**config.mk**
```make
export PLATFORM = sky130hd
export DESIGN_NAME = input_conditioner
export DESIGN_NICKNAME = d
export VERILOG_FILES = /design/src/rtl/input_conditioner.sv
export SDC_FILE = /design/constraint.sdc
export NUM_CORES = 1
export LEC_CHECK = 0
export CORE_UTILIZATION = 35
export DETAILED_ROUTE_END_ITERATION = 7
export GPL_ROUTABILITY_DRIVEN = 0
export GPL_TIMING_DRIVEN = 0
export SKIP_CTS_REPAIR_TIMING = 1
export SYNTH_ARGS = -nofsm -noshare
export SYNTH_HDL_FRONTEND = slang
export SYNTH_SLANG_ARGS = --single-unit
```
**constraint.sdc**
```tcl
create_clock -name clock -period 2.7 [get_ports clock]
set_input_delay 0.81 -clock clock [delete_from_list [all_inputs] [get_ports clock]]
set_output_delay 0.81 -clock clock [all_outputs]
set_load 0.03 [all_outputs]
```
**src/rtl/input_conditioner.sv**
```systemverilog
// ---------------------------------------------------------------------------
// input_conditioner
//   Conditions N_CH asynchronous board inputs for the traffic-light FSM and
//   the timer blocks. Each channel has a synchronizer chain, a debounce
//   filter and registered rise/fall pulses. Channels selected by STICKY_MASK
//   also have a request latch that the FSM clears explicitly.
//
// Ports
//   clock       : system clock, rising-edge active
//   Reset       : synchronous active-high reset (already synchronous to clock)
//   async_in    : raw asynchronous inputs, one bit per channel
//   sticky_clr  : per-channel clear for sticky_out (synchronous to clock)
//   sync_out    : last synchronizer stage, not debounced
//   level_out   : debounced level
//   rise_pulse  : one-cycle pulse on the first cycle of level_out = 1
//   fall_pulse  : one-cycle pulse on the first cycle of level_out = 0
//   sticky_out  : latched request; constant 0 on channels not in STICKY_MASK
// ---------------------------------------------------------------------------
module input_conditioner #(
  parameter int              N_CH            = 4,
  parameter int              SYNC_STAGES     = 2,
  parameter int              DEBOUNCE_CYCLES = 4,
  parameter logic [N_CH-1:0] STICKY_MASK     = N_CH'(4'b0010)
) (
  input  logic            clock,
  input  logic            Reset,
  input  logic [N_CH-1:0] async_in,
  input  logic [N_CH-1:0] sticky_clr,
  output logic [N_CH-1:0] sync_out,
  output logic [N_CH-1:0] level_out,
  output logic [N_CH-1:0] rise_pulse,
  output logic [N_CH-1:0] fall_pulse,
  output logic [N_CH-1:0] sticky_out
);

  // A one-bit counter is kept even when no filtering is configured so the
  // debounce logic stays uniform.
  localparam int CNT_W = (DEBOUNCE_CYCLES > 1) ? $clog2(DEBOUNCE_CYCLES) : 1;
  localparam logic [CNT_W-1:0] CNT_MAX = CNT_W'(DEBOUNCE_CYCLES - 1);

  if (SYNC_STAGES < 2 || DEBOUNCE_CYCLES < 1) begin : g_bad_params
    $fatal(1, "input_conditioner: SYNC_STAGES must be >= 2 and DEBOUNCE_CYCLES >= 1");
  end

  for (genvar gi = 0; gi < N_CH; gi++) begin : g_ch
    logic [SYNC_STAGES-1:0] chain_reg;
    logic [CNT_W-1:0]       cnt_reg;
    logic                   level_reg;
    logic                   rise_reg;
    logic                   fall_reg;
    logic                   sync_bit;
    logic                   differ;
    logic                   update;

    assign sync_bit = chain_reg[SYNC_STAGES-1];
    assign differ   = sync_bit ^ level_reg;
    // The level changes on the edge where the mismatch has already been
    // seen for DEBOUNCE_CYCLES-1 earlier edges.
    assign update   = differ && (cnt_reg == CNT_MAX);

    always_ff @(posedge clock) begin
      if (Reset) begin
        chain_reg <= '0;
        cnt_reg   <= '0;
        level_reg <= 1'b0;
        rise_reg  <= 1'b0;
        fall_reg  <= 1'b0;
      end else begin
        // Pure shift chain: nothing between stages, so every stage has a
        // full cycle to settle out of metastability.
        chain_reg <= {chain_reg[SYNC_STAGES-2:0], async_in[gi]};

        // Any return to the current level discards the partial count, so
        // toggling input restarts the filter.
        if (!differ) begin
          cnt_reg <= '0;
        end else if (update) begin
          level_reg <= sync_bit;
          cnt_reg   <= '0;
        end else begin
          cnt_reg <= cnt_reg + 1'b1;
        end

        rise_reg <= update &  sync_bit;
        fall_reg <= update & ~sync_bit;
      end
    end

    assign sync_out[gi]   = sync_bit;
    assign level_out[gi]  = level_reg;
    assign rise_pulse[gi] = rise_reg;
    assign fall_pulse[gi] = fall_reg;

    if (STICKY_MASK[gi]) begin : g_sticky
      logic sticky_reg;

      // The set term is ORed in after the clear so a request arriving on
      // the same edge as a clear is never lost.
      always_ff @(posedge clock) begin
        if (Reset) begin
          sticky_reg <= 1'b0;
        end else begin
          sticky_reg <= (sticky_reg & ~sticky_clr[gi]) | (update & sync_bit);
        end
      end

      assign sticky_out[gi] = sticky_reg;
    end else begin : g_no_sticky
      // Clear input has no function on channels without a latch.
      logic unused_clr;
      assign unused_clr     = sticky_clr[gi];
      assign sticky_out[gi] = 1'b0;
    end
  end

endmodule
```
==> summary.md, run 1 <==
| Metric | Value |
|---|---|
| Largest net degree at the start of global routing | 11 |
| Area growth syn-to-layout | 29.3% |
| Total global routing overflow | 0 |
| Commonest non-fill, non-tap cells in the layout | dfxtp_1 (29), clkdlybuf4s50_1 (23), buf_4 (20), nor2b_1 (8), and4bb_2 (7) |
| Slew Viols, Final | 0 |
| CTS Buf Count | 5 |
| Post-synthesis sequential area ratio | between 40% and 50% |
| Hold WC Path Type | flop to flop |
| CTS sink count | 29 |
| Post-synthesis cell type count | 16 |
| Max frequency | 427 MHz |
| Tcrit/Tclk final | ~87% |
| Endpoint class of the critical path | output port |
| Mean Syn Cell Area | 12.5 sq um |
| Setup ws final | roughly 0.36 ns |
| Cells after Synth | 95 |
| Dpl ws | between 0.7 and 0.8 ns |
| Post-Layout Cell Count | between 150 and 200 |
| Warnings, synthesis | 0 |
| Setup violations, final | 0 |
| PD cells | just under 500 mW/mm^2 |
| Post-Synthesis Cell Area | 0.00119 sq mm |
| Initial drt markers | 7 |
| Tmin final | roughly 2.3 ns |
| Share of layout cells above drive strength 1 | between 30% and 40% |
| Fill cell count | about 310 |
| RSZ-0062 raised after global routing | no |
| Total of max-cap violations | 0 |
| Cell-internal power | 0.588 mW |
| Reg area | between 500 and 600 sq um |
| Clk buf depth | 2 |
| Ports | 30 |
| Setup TNS | 0 ns |
| Initial Util | between 30% and 40% |
| Most common cell after layout, fill and taps aside | dfxtp_1 |
| Chip width | 60.2 microns |
| Clock slew at reported path FFs | 0.09 ns |
| Leak | 0.613 nW |
| Vias | around 720 |
| ANT cells | 0 |
| Share of power burned in registers | ~58% |
| Critical Path RT | approximately 1.9 ns |
| Vias in the first global route | 647 |
| Final #Nets | 141 |
| Core ar. | 0.00313 sq mm |
| Num rows | 20 |
| Worst VDD drop | ~270 uV |
| DR pass1 iterations | 2 |
| Total power | 0.759 mW |
| CTS tree | done |
| Yosys top cell by area | dfxtp_1 |
| Combinational share of power | about 7.3% |
| Status | finished clean |
| Initial antenna violation count | 0 |
| Drt drc | 0 |
| Skew-Pair Late Insertion Delay | between 0.3 and 0.4 ns |
| WP data arrival | around 1.5 ns |
| Post-synth top area share | 48.9% |
| Final wirelength | ~1700 microns |
| Clk root buf | clkbuf_4 |
| DR WL/cell | approximately 10 microns |
| Area contributors post-synth | dfxtp_1 (49%), buf_4 (13%), and4bb_2 (7.4%) |
| Final Hold Viols | 0 |
| Port bufs | 23 |
| Clk pwr share | a little over a third |
| GRT Overall Usage | about 11% |
| Worst-path fanout max | 5 |
| Vias per cell | between 4 and 5 |
| Area of the multi-input gates | between 400 and 500 sq um |
| Die height | 60.2 microns |
| CP Class | flop to output port |
| Post-route ant nets | 0 |
| Final HPWL from detailed placement | approximately 1300 microns |
| Global-route wire length before repair | 2830 microns |
| P_sw | ~0.17 mW |
| CTS HTree Levels | 2 |
| DP Cell Count | 164 |
| Clock skew | ~0.0037 ns |
| CP Launch Type | flop |
| Switching share of power | between 20% and 30% |
| Post-synthesis register bit count | 29 |
| Die area | between 0.003 and 0.004 sq mm |
==> kinds of logic after synthesis <==
logic type    Yosys count  share of synthesized area (%)
simple gates           30                           24.4
other cells             1                          0.316
xor+xnor                4                           2.95
buf+inv                23                           15.8
flops                  29                           48.9
mux                     4                           3.38
fa+ha+maj               4                           4.22
==> path summary, 6_finish.rpt <==
| kind | startpoint | cells after the start | slack, ns | endpoint |
|---|---|---|---|---|
| worst max-delay path | g_ch[1].level_reg | 2 | 0.36 | level_out[1] |
| worst min-delay path | g_ch[2].cnt_reg[0] | 1 | 0.45 | g_ch[2].cnt_reg[0] |
| worst max register to register | g_ch[1].cnt_reg[0] | 3 | 1.54 | g_ch[1].g_sticky.sticky_reg |
| worst min register to register | g_ch[2].cnt_reg[0] | 1 | 0.45 | g_ch[2].cnt_reg[0] |
==> Yosys cell counts (all sizes together) <==
master,number
nor4b,4
nor2b,8
nor3b,1
and4bb,8
or2,1
conb,1
xnor2,4
ha,4
nor2,4
nor4,4
dfxtp,29
mux2i,4
buf,23
==> metal layers <==
layer  part of all wire, %  vias to the layer above  GRT usage, %
met2                    47                       23          18.1
li1                      -                      366             -
met5                     0                        -             0
met3                   6.8                        6          6.71
met1                    44                      322          11.4
met4                   2.0                        0          5.98
==> power by group through the flow <==
stage	Clock, mW	Combinational [mW]	Sequential [mW]
CTS	0.272	0.0559	0.440
global route	0.295	0.0595	0.441
finish	0.264	0.0551	0.440
floorplan	0	0.0387	0.448
detailed placement	0	0.0559	0.450
global placement	0	0.0551	0.450
==> critical path, stage by stage, from the launching register on <==
cell and delay (ns):
dfxtp_1 0.42, buf_4 0.14, clkdlybuf4s50_1 0.65
==> per-stage QoR <==
stage | area [sq um] | hold WS, ns | util (%)
global route | 1530 | 0.467 | 49.0
finish | 1530 | 0.446 | 49.0
floorplan | 1190 | 0.414 | -
CTS | 1530 | 0.451 | 49.0
detailed placement | 1480 | 0.428 | 47.3
global placement | 1480 | 0.429 | 47.3
==> cell type report <==
type	instances	area share [%]
well taps	44	3.59
flip-flops and latches	29	37.8
plain buffers	23	12.2
clock buffers	7	3.59
repair buffers	23	15.0
multi-input cells	45	27.7
Power figures use the tool's default switching activity.
==> inputs of run 2 (changes only) <==
- SKIP_CTS_REPAIR_TIMING: 1 -> not set
==> results of run 2 <==
Same layout as run 1: the final DEF is identical, and so are final timing and power.
